===== src/rtl/memory_stage_if.sv =====
`default_nettype none
// ============================================================================
//  Module      : memory_stage_if
//  Description : Valid/ready data-memory port between the memory stage
//                (master) and the data memory (slave). The request side
//                carries address, store data and direction. The response
//                side returns load data with a valid strobe.
//  Revision    : 1.0  initial release
// ============================================================================
interface memory_stage_if #(
    parameter int N = 64
);
    logic         dm_req_valid;
    logic         dm_req_we;
    logic [N-1:0] dm_addr;
    logic [N-1:0] dm_wdata;
    logic         dm_req_ready;
    logic         dm_rsp_valid;
    logic [N-1:0] dm_rdata;

    modport master (
        output dm_req_valid,
        output dm_req_we,
        output dm_addr,
        output dm_wdata,
        input  dm_req_ready,
        input  dm_rsp_valid,
        input  dm_rdata
    );

    modport slave (
        input  dm_req_valid,
        input  dm_req_we,
        input  dm_addr,
        input  dm_wdata,
        output dm_req_ready,
        output dm_rsp_valid,
        output dm_rdata
    );
endinterface
`default_nettype wire


===== src/rtl/memory_stage.sv =====
`default_nettype none
// ============================================================================
//  Module      : memory_stage
//  Description : EX/MEM pipeline register and memory-access stage of the
//                64-bit LEGv8 pipeline. It latches execute results, issues
//                loads and stores on a valid/ready port, and stalls upstream
//                while an access is outstanding. It resolves the conditional
//                branch, traps misaligned doubleword accesses with a sticky
//                flag, and feeds the MEM/WB register.
//  Revision    : 1.0  initial release
// ============================================================================
module memory_stage #(
    parameter int N           = 64,
    parameter bit ALIGN_CHECK = 1'b1
) (
    input  wire logic         clk,
    input  wire logic         reset,
    // execute-stage results and control
    input  wire logic [N-1:0] aluResult_E,
    input  wire logic [N-1:0] writeData_E,
    input  wire logic [N-1:0] PCBranch_E,
    input  wire logic         zero_E,
    input  wire logic         Branch_E,
    input  wire logic         MemRead_E,
    input  wire logic         MemWrite_E,
    input  wire logic         RegWrite_E,
    input  wire logic         MemtoReg_E,
    input  wire logic [4:0]   rd_E,
    input  wire logic         flush_M,
    // data-memory port
    memory_stage_if.master    dm,
    // pipeline control
    output logic              stall_M,
    output logic              PCSrc_M,
    output logic [N-1:0]      PCBranch_M,
    output logic              mem_fault,
    // writeback operands
    output logic [N-1:0]      aluResult_W,
    output logic [N-1:0]      readData_W,
    output logic              RegWrite_W,
    output logic              MemtoReg_W,
    output logic [4:0]        rd_W
);

    localparam logic [1:0] c_IDLE = 2'd0;
    localparam logic [1:0] c_REQ  = 2'd1;
    localparam logic [1:0] c_WAIT = 2'd2;

    // EX/MEM latch
    logic [N-1:0] r_aluResult_M;
    logic [N-1:0] r_writeData_M;
    logic [N-1:0] r_PCBranch_M;
    logic         r_zero_M;
    logic         r_Branch_M;
    logic         r_MemRead_M;
    logic         r_MemWrite_M;
    logic         r_RegWrite_M;
    logic         r_MemtoReg_M;
    logic [4:0]   r_rd_M;

    // access sequencer
    logic [1:0]   r_state;
    logic [1:0]   w_state_nxt;
    logic         w_req_valid;
    logic         w_stall;

    // MEM/WB register and fault flag
    logic [N-1:0] r_aluResult_W;
    logic [N-1:0] r_readData_W;
    logic         r_RegWrite_W;
    logic         r_MemtoReg_W;
    logic [4:0]   r_rd_W;
    logic         r_mem_fault;

    logic         w_memop_M;
    logic         w_misal_M;
    logic         w_issue_E;

    assign w_memop_M = r_MemRead_M | r_MemWrite_M;
    assign w_misal_M = ALIGN_CHECK & w_memop_M & (r_aluResult_M[2:0] != 3'b000);

    // The incoming instruction needs a bus access only if it survives the
    // flush and is an aligned memory op. This decides the state entered on
    // the latching edge.
    assign w_issue_E = ~flush_M & (MemRead_E | MemWrite_E)
                     & ~(ALIGN_CHECK & (aluResult_E[2:0] != 3'b000));

    // EX/MEM latch: advance whenever the stage is not stalled; a flush kills control only
    always_ff @(posedge clk) begin
        if (reset) begin
            r_aluResult_M <= '0;
            r_writeData_M <= '0;
            r_PCBranch_M  <= '0;
            r_zero_M      <= 1'b0;
            r_Branch_M    <= 1'b0;
            r_MemRead_M   <= 1'b0;
            r_MemWrite_M  <= 1'b0;
            r_RegWrite_M  <= 1'b0;
            r_MemtoReg_M  <= 1'b0;
            r_rd_M        <= 5'd0;
        end else if (!w_stall) begin
            r_aluResult_M <= aluResult_E;
            r_writeData_M <= writeData_E;
            r_PCBranch_M  <= PCBranch_E;
            r_zero_M      <= zero_E;
            r_rd_M        <= rd_E;
            r_Branch_M    <= Branch_E   & ~flush_M;
            r_MemRead_M   <= MemRead_E  & ~flush_M;
            r_MemWrite_M  <= MemWrite_E & ~flush_M;
            r_RegWrite_M  <= RegWrite_E & ~flush_M;
            r_MemtoReg_M  <= MemtoReg_E & ~flush_M;
        end
    end

    // Sequencer state register
    always_ff @(posedge clk) begin
        if (reset) begin
            r_state <= c_IDLE;
        end else begin
            r_state <= w_state_nxt;
        end
    end

    // Sequencer next state, request strobe and stall. Once the stage stops
    // stalling, the latch advances on the same edge, so the next state comes
    // from the incoming instruction. This lets back-to-back accesses run with
    // no idle gap.
    always_comb begin
        w_req_valid = 1'b0;
        w_stall     = 1'b0;
        w_state_nxt = r_state;
        case (r_state)
            c_REQ: begin
                w_req_valid = 1'b1;
                w_stall     = ~(dm.dm_req_ready & r_MemWrite_M);
                if (w_stall) begin
                    w_state_nxt = dm.dm_req_ready ? c_WAIT : c_REQ;
                end else begin
                    w_state_nxt = w_issue_E ? c_REQ : c_IDLE;
                end
            end
            c_WAIT: begin
                // The response is never looked at in the accept cycle;
                // it is only sampled from here on.
                w_stall = ~dm.dm_rsp_valid;
                if (!w_stall) begin
                    w_state_nxt = w_issue_E ? c_REQ : c_IDLE;
                end
            end
            default: begin
                w_state_nxt = w_issue_E ? c_REQ : c_IDLE;
            end
        endcase
    end

    // MEM/WB register: a stall cycle sends a bubble but keeps the data fields
    always_ff @(posedge clk) begin
        if (reset) begin
            r_aluResult_W <= '0;
            r_readData_W  <= '0;
            r_RegWrite_W  <= 1'b0;
            r_MemtoReg_W  <= 1'b0;
            r_rd_W        <= 5'd0;
        end else if (w_stall) begin
            r_RegWrite_W  <= 1'b0;
            r_MemtoReg_W  <= 1'b0;
        end else begin
            r_aluResult_W <= r_aluResult_M;
            // Only a load finishing out of WAIT carries valid read data.
            r_readData_W  <= (r_state == c_WAIT) ? dm.dm_rdata : '0;
            r_RegWrite_W  <= r_RegWrite_M & ~w_misal_M;
            r_MemtoReg_W  <= r_MemtoReg_M;
            r_rd_W        <= r_rd_M;
        end
    end

    // Sticky misaligned-access flag, cleared only by reset
    always_ff @(posedge clk) begin
        if (reset) begin
            r_mem_fault <= 1'b0;
        end else begin
            r_mem_fault <= r_mem_fault | w_misal_M;
        end
    end

    // Memory request: address and data come straight from the latch, so
    // they stay stable for as long as the request waits for ready.
    assign dm.dm_req_valid = w_req_valid;
    assign dm.dm_req_we    = w_req_valid & r_MemWrite_M;
    assign dm.dm_addr      = r_aluResult_M;
    assign dm.dm_wdata     = r_writeData_M;

    assign stall_M     = w_stall;
    assign PCSrc_M     = r_Branch_M & r_zero_M;
    assign PCBranch_M  = r_PCBranch_M;
    assign mem_fault   = r_mem_fault;

    assign aluResult_W = r_aluResult_W;
    assign readData_W  = r_readData_W;
    assign RegWrite_W  = r_RegWrite_W;
    assign MemtoReg_W  = r_MemtoReg_W;
    assign rd_W        = r_rd_W;

endmodule
`default_nettype wire


===== src/flat_wrapper.sv =====
// flat-port wrapper written by rule: the top's interface ports become plain ports
module memory_stage_flat 
#(
    parameter int N           = 64,
    parameter bit ALIGN_CHECK = 1'b1
)
  (clk, reset, aluResult_E, writeData_E, PCBranch_E, zero_E, Branch_E, MemRead_E, MemWrite_E, RegWrite_E, MemtoReg_E, rd_E, flush_M, stall_M, PCSrc_M, PCBranch_M, mem_fault, aluResult_W, readData_W, RegWrite_W, MemtoReg_W, rd_W, dm_dm_req_valid, dm_dm_req_we, dm_dm_addr, dm_dm_wdata, dm_dm_req_ready, dm_dm_rsp_valid, dm_dm_rdata);
  memory_stage_if #(.N(N)) dm_i ();
  input  wire logic clk;
  input  wire logic reset;
  input  wire logic [N-1:0] aluResult_E;
  input  wire logic [N-1:0] writeData_E;
  input  wire logic [N-1:0] PCBranch_E;
  input  wire logic zero_E;
  input  wire logic Branch_E;
  input  wire logic MemRead_E;
  input  wire logic MemWrite_E;
  input  wire logic RegWrite_E;
  input  wire logic MemtoReg_E;
  input  wire logic [4:0] rd_E;
  input  wire logic flush_M;
  output logic stall_M;
  output logic PCSrc_M;
  output logic [N-1:0] PCBranch_M;
  output logic mem_fault;
  output logic [N-1:0] aluResult_W;
  output logic [N-1:0] readData_W;
  output logic RegWrite_W;
  output logic MemtoReg_W;
  output logic [4:0] rd_W;
  output wire logic [$bits(dm_i.dm_req_valid)-1:0] dm_dm_req_valid;
  output wire logic [$bits(dm_i.dm_req_we)-1:0] dm_dm_req_we;
  output wire logic [$bits(dm_i.dm_addr)-1:0] dm_dm_addr;
  output wire logic [$bits(dm_i.dm_wdata)-1:0] dm_dm_wdata;
  input wire logic [$bits(dm_i.dm_req_ready)-1:0] dm_dm_req_ready;
  input wire logic [$bits(dm_i.dm_rsp_valid)-1:0] dm_dm_rsp_valid;
  input wire logic [$bits(dm_i.dm_rdata)-1:0] dm_dm_rdata;
  assign dm_dm_req_valid = dm_i.dm_req_valid;
  assign dm_dm_req_we = dm_i.dm_req_we;
  assign dm_dm_addr = dm_i.dm_addr;
  assign dm_dm_wdata = dm_i.dm_wdata;
  assign dm_i.dm_req_ready = dm_dm_req_ready;
  assign dm_i.dm_rsp_valid = dm_dm_rsp_valid;
  assign dm_i.dm_rdata = dm_dm_rdata;
  memory_stage #(.N(N), .ALIGN_CHECK(ALIGN_CHECK)) u_core (.clk(clk), .reset(reset), .aluResult_E(aluResult_E), .writeData_E(writeData_E), .PCBranch_E(PCBranch_E), .zero_E(zero_E), .Branch_E(Branch_E), .MemRead_E(MemRead_E), .MemWrite_E(MemWrite_E), .RegWrite_E(RegWrite_E), .MemtoReg_E(MemtoReg_E), .rd_E(rd_E), .flush_M(flush_M), .dm(dm_i), .stall_M(stall_M), .PCSrc_M(PCSrc_M), .PCBranch_M(PCBranch_M), .mem_fault(mem_fault), .aluResult_W(aluResult_W), .readData_W(readData_W), .RegWrite_W(RegWrite_W), .MemtoReg_W(MemtoReg_W), .rd_W(rd_W));
endmodule

===== config.mk =====
export PLATFORM = sky130hd
export DESIGN_NAME = memory_stage_flat
export DESIGN_NICKNAME = d
export VERILOG_FILES = /design/src/rtl/memory_stage_if.sv /design/src/rtl/memory_stage.sv /design/src/flat_wrapper.sv
export SDC_FILE = /design/constraint.sdc
export NUM_CORES = 1
export LEC_CHECK = 0
export BUFFER_PORTS_ARGS = -buffer_cell sky130_fd_sc_hd__buf_4
export CAP_MARGIN = 10
export CORE_AREA = 2 2 234 236
export CTS_CLUSTER_DIAMETER = 150
export DETAILED_ROUTE_END_ITERATION = 6
export DIE_AREA = 0 0 236 238
export PLACE_DENSITY = 0.54
export SLEW_MARGIN = 20
export SYNTH_ARGS = -nofsm -noshare
export SYNTH_HDL_FRONTEND = slang
export SYNTH_SLANG_ARGS = --single-unit
export TNS_END_PERCENT = 1

===== constraint.sdc =====
create_clock -name clk -period 2 [get_ports clk]
set_input_delay 0.4 -clock clk [delete_from_list [all_inputs] [get_ports clk]]
set_output_delay 0.4 -clock clk [all_outputs]
set_load 0.005 [all_outputs]

## After elaboration in Yosys (flattened, before gate mapping)

Index checks and enable logic that the tools add are counted.

- Reductions and logical operators: 3
- Bitwise gates (word level): 20
- Muxes and demuxes: 8
- Eq/ne operators: 3

Operators with widths:

| operator | number |
|---|---|
| 64-bit two-way mux | 1 |
| 1-bit AND | 12 |
| 2-bit two-way mux | 3 |
| 3-bit nonzero test | 2 |
| 1-bit inverter | 5 |
| 2-bit case mux with 2 select lines | 1 |
| 1-bit OR | 3 |
| 2-bit by 1-bit == test with 1-bit output (second input constant) | 1 |
| 2-bit == test (second input constant) | 1 |
| 1-bit two-way mux | 2 |
| 2-bit inequality test (second input constant) | 1 |
| 1-bit case mux with 2 select lines | 1 |
| 2-bit OR reduction | 1 |

- Bits in registers: 341
- Logic and storage cells: 51

## Longest topological paths before layout

- Word-level depth: 6
- Depth in mapped cells: 9

## Worst setup path after synthesis

Ideal clock, no wire load.

- Kind: register to output
- From: reg u_core.r_state[0]
- To: out stall_M
- Data arrival time: 1512 ps
- Slack: 88 ps
- Cell stages (with the launch flop): 9
- Required time: 1600 ps
- Path through: dfxtp_1 inv_1 ha_1 nor2b_1 buf_2 o21ai_4 inv_2 buf_6 buf_6

- Cells in the longest elaborated chain, start to end: 2

Ends and longest elaborated chain:

| element | RTL line | text |
|---|---|---|
| start, declared | memory_stage.sv:62 | `logic [1:0] r_state;` |
| start signal, assigned | memory_stage.sv:118 | `r_state <= c_IDLE;` |
| start signal, assigned | memory_stage.sv:120 | `r_state <= w_state_nxt;` |
| 2-bit == test or 2-bit by 1-bit == test with 1-bit output (tied branches) | memory_stage.sv:132 | `case (r_state)` |
| 1-bit case mux with 2 select lines * | memory_stage.sv:132 |  |
| end, declared | flat_wrapper.sv:22 | `output logic stall_M;` |

Mark *: on every way between the ends. The rest lies on a longest branch, timed or not.

## Worst setup path after layout

Same ends and word-level chain as after synthesis.

==> impl_metrics.tcl <==
set metrics [dict create \
    die_w_um 236 \
    fin_total_pwr_mw 16.0 \
    num_io_pins 604 \
    viasPerCell 4.83 \
    fin_area_mm2 0.0214 \
    timing_worst_setup_path_type "register to output pin" \
    portBuffers 603 \
    cpMaxStageDelayCell "dfxtp_4" \
    p_int_mw 12.2 \
    gp_congestion 0.808 \
    cts.htree.levels 2 \
    setup_viol 1 \
    gr-total-overflow 0 \
    drtPass1Iterations 5 \
    wl_per_cell_um 19.5 \
    hold_slack_ps 112 \
    ys_ff_latch 341 \
    grt_max_degree 130 \
    worst_slew_pin_slew_ps 782 \
    maxSlewViolCount 0 \
    sw_frac_of_total_pct 23.5 \
    postRouteAntennaNets 0 \
    antenna_found_initial 8 \
    track_usage_pct 18.1 \
    violations "negative setup slack" \
    comb_power_share_pct 10.3 \
    cts_root_buf "clkbuf_16" \
    wl_um 53200 \
    status "finished, violations left" \
    placed_cell_area_mm2 0.0200 \
    final_hold_viol_count 0 \
    grt_pass1_wl_um 80400 \
    min_path_type "primary input to register" \
    finalNetCount 2282 \
    vdd_drop_max_mv 0.468 \
    path_max_fanout 3 \
    drc 0 \
    seq_power_share_pct 45.3 \
    drive_gt1_share_pct 35.6 \
    fmax_ghz 0.477 \
    fin_util_pct 40.0 \
    vias 13200 \
    power_switching_mw 3.75 \
    yosysSeqAreaShare_pct 46.4 \
    period_needed_ps 2100 \
    yosysWarnings 0 \
    synth_nets 1753 \
    synth_cells 1478 \
    drv_cap 0 \
    syn_to_final_growth_pct 45.4 \
    die_area_mm2 0.0562 \
    slew_headroom_pct 47.8 \
    grt_pass1_vias 13200 \
    holdBufCountCts 0 \
    synth_area_mm2 0.0147 \
    path_cells "inv_4 -> ha_4 -> nor2b_4 -> o21ai_4 -> inv_8 -> buf_6" \
    die_h_um 238 \
    clk_latency_ps 550 \
    synth.distinct_cells 27 \
    finalSetupTns_ps -98.4 \
    cts.sinks 341 \
    cts.path.max_buffers 3 \
    p_leak_nw 8.28 \
    power_density_mw_per_mm2 746 \
    dpl_worst_slack_ps 134 \
    cp.arrival_ps 1700 \
    cts.reportedPaths.clkPinSlew_ps 60 \
    core_area_mm2 0.0535 \
    cts_tree "built" \
    dp_cells 2655 \
    avgSynthCellArea_um2 9.95 \
    startpoint_type "register" \
    slowest_delay_ps 380 \
    grt_setup_unrepaired "yes" \
    instances_no_fill 2732 \
    fillers 5256 \
    finClkSkew_ps 9.66 \
    start_util_pct 27.5 \
    fin_ws_ps -98.4 \
    rows 85 \
    fin_crit_sh_pct 105 \
    cts_buffers 40 \
    setup.worst_path.end_class "output pin" \
    critPathRequiredTime_ps 1600 \
    hpwlAfterDp_um 37200 \
    clkPwrFrac_pct 44.3 \
    drt-initial-drc-count 514 \
]
## repair_timing
item | CTS | global route
pin swaps | 1 | 1
endpoints found under the hold margin | 0 | 0
gates resized for setup | 12 | 10
cloned | 0 | 0
setup endpoints to repair | 1 | 152
buffers inserted | 5 | 1
## Yosys cell counts, drive strengths merged
cell type  number  share of area, %
o221ai          1             0.060
a21oi         131               4.5
nor4            1             0.043
buf            44               2.1
mux2i         207                14
clkbuf        123               3.1
nand3b         64               3.3
a221oi          1             0.060
nor4b           1             0.060
inv             6              0.15
or3b            3              0.18
nand2           5              0.13
dfxtp         341                46
nor3b           1             0.085
nor2b           1             0.043
nand2b        277                12
or3             1             0.043
nor2            3             0.077
a21boi          1             0.077
o21ai           1              0.11
o32a            1             0.068
ha              3              0.26
and2            3              0.13
o211ai        258                13
## flip-flops by register name, indices dropped and copies added, names as in the netlist, 2 cells and up
name / cells
u_core.dm.dm_wdata: 64
u_core.r_state: 2
u_core.r_rd_M: 5
u_core.rd_W: 5
u_core.aluResult_W: 64
u_core.PCBranch_M: 64
u_core.readData_W: 64
u_core.dm.dm_addr: 64
## per-layer routing
| metal | vias to the layer above | routed length (µm) | global-route usage [%] |
|---|---|---|---|
| li1 | 6346 | - | - |
| met1 | 6340 | 21800 | 21.9 |
| met2 | 444 | 25000 | 29.2 |
| met3 | 70 | 5240 | 7.62 |
| met4 | 6 | 1130 | 5.39 |
| met5 | - | 46 | 0 |
## cell families (layout without fill, tap and decap cells)
family                   after synthesis  count (layout)  synth area share, %
AO/OA/AOI/OAI                        394             394                 18.0
adder cells (fa/ha/maj)                3               3                0.255
buffers and inverters                173             727                 5.39
flip-flops                           341             341                 46.4
multiplexers                         207             207                 14.1
other                                  0               4                    0
AND/OR/NAND/NOR                      360             360                 15.8
## final timing paths
path	endpoint	from	cells after the start	slack, ps
hold / removal	u_core.r_Branch_M	Branch_E	3	110
setup reg to reg	u_core.readData_W[58]	u_core.r_state[1]	8	60
hold reg to reg	u_core.readData_W[5]	u_core.readData_W[5]	2	470
setup / recovery	stall_M	u_core.r_state[0]	6	-100
## placed cells by master, fill, tap and decap left out, drive strengths merged
cell / netlist / routed
ha: 3 / 3
a21oi: 131 / 131
nand3b: 64 / 64
buf: 44 / 654
inv: 6 / 8
o32a: 1 / 1
or3: 1 / 1
and2: 3 / 3
o21ai: 1 / 1
nor4b: 1 / 1
nand2b: 277 / 277
nor3b: 1 / 1
dfxtp: 341 / 341
a221oi: 1 / 1
diode: 0 / 4
o211ai: 258 / 258
nor4: 1 / 1
nor2b: 1 / 1
o221ai: 1 / 1
nor2: 3 / 3
clkbuf: 123 / 63
mux2i: 207 / 207
a21boi: 1 / 1
clkinv: 0 / 1
bufinv: 0 / 1
nand2: 5 / 5
or3b: 3 / 3
## final cells by class
class | instances | area, µm² | area share, %
Tap cell | 696 | 871 | 4.07
Clock buffer | 63 | 1180 | 5.51
Inverter | 6 | 37.5 | 0.176
Antenna cell | 4 | 10.0 | 0.0468
Timing Repair Buffer | 654 | 5260 | 24.6
Clock inverter | 4 | 52.6 | 0.246
Sequential cell | 341 | 6830 | 32.0
Multi-Input combinational cell | 964 | 7140 | 33.4
## critical path: cells and delay by family, from the launching register on
family,cells,cell delay [ps]
DFF,1,380
AOI/OAI and AO/OA,1,260
buffers and inverters,3,220
adders and majority gates,1,150
and+or+nand+nor,1,130
## power groups by stage
stage	combinational (mW)	clock, mW	sequential (mW)
2_1_floorplan	0.547	0	7.38
6_report	1.65	7.07	7.24
3_3_place_gp	1.65	0	7.37
5_1_grt	1.79	7.64	7.26
3_5_place_dp	1.66	0	7.38
4_1_cts	1.67	7.35	7.24
No activity file was read; power rests on OpenSTA's default activity.
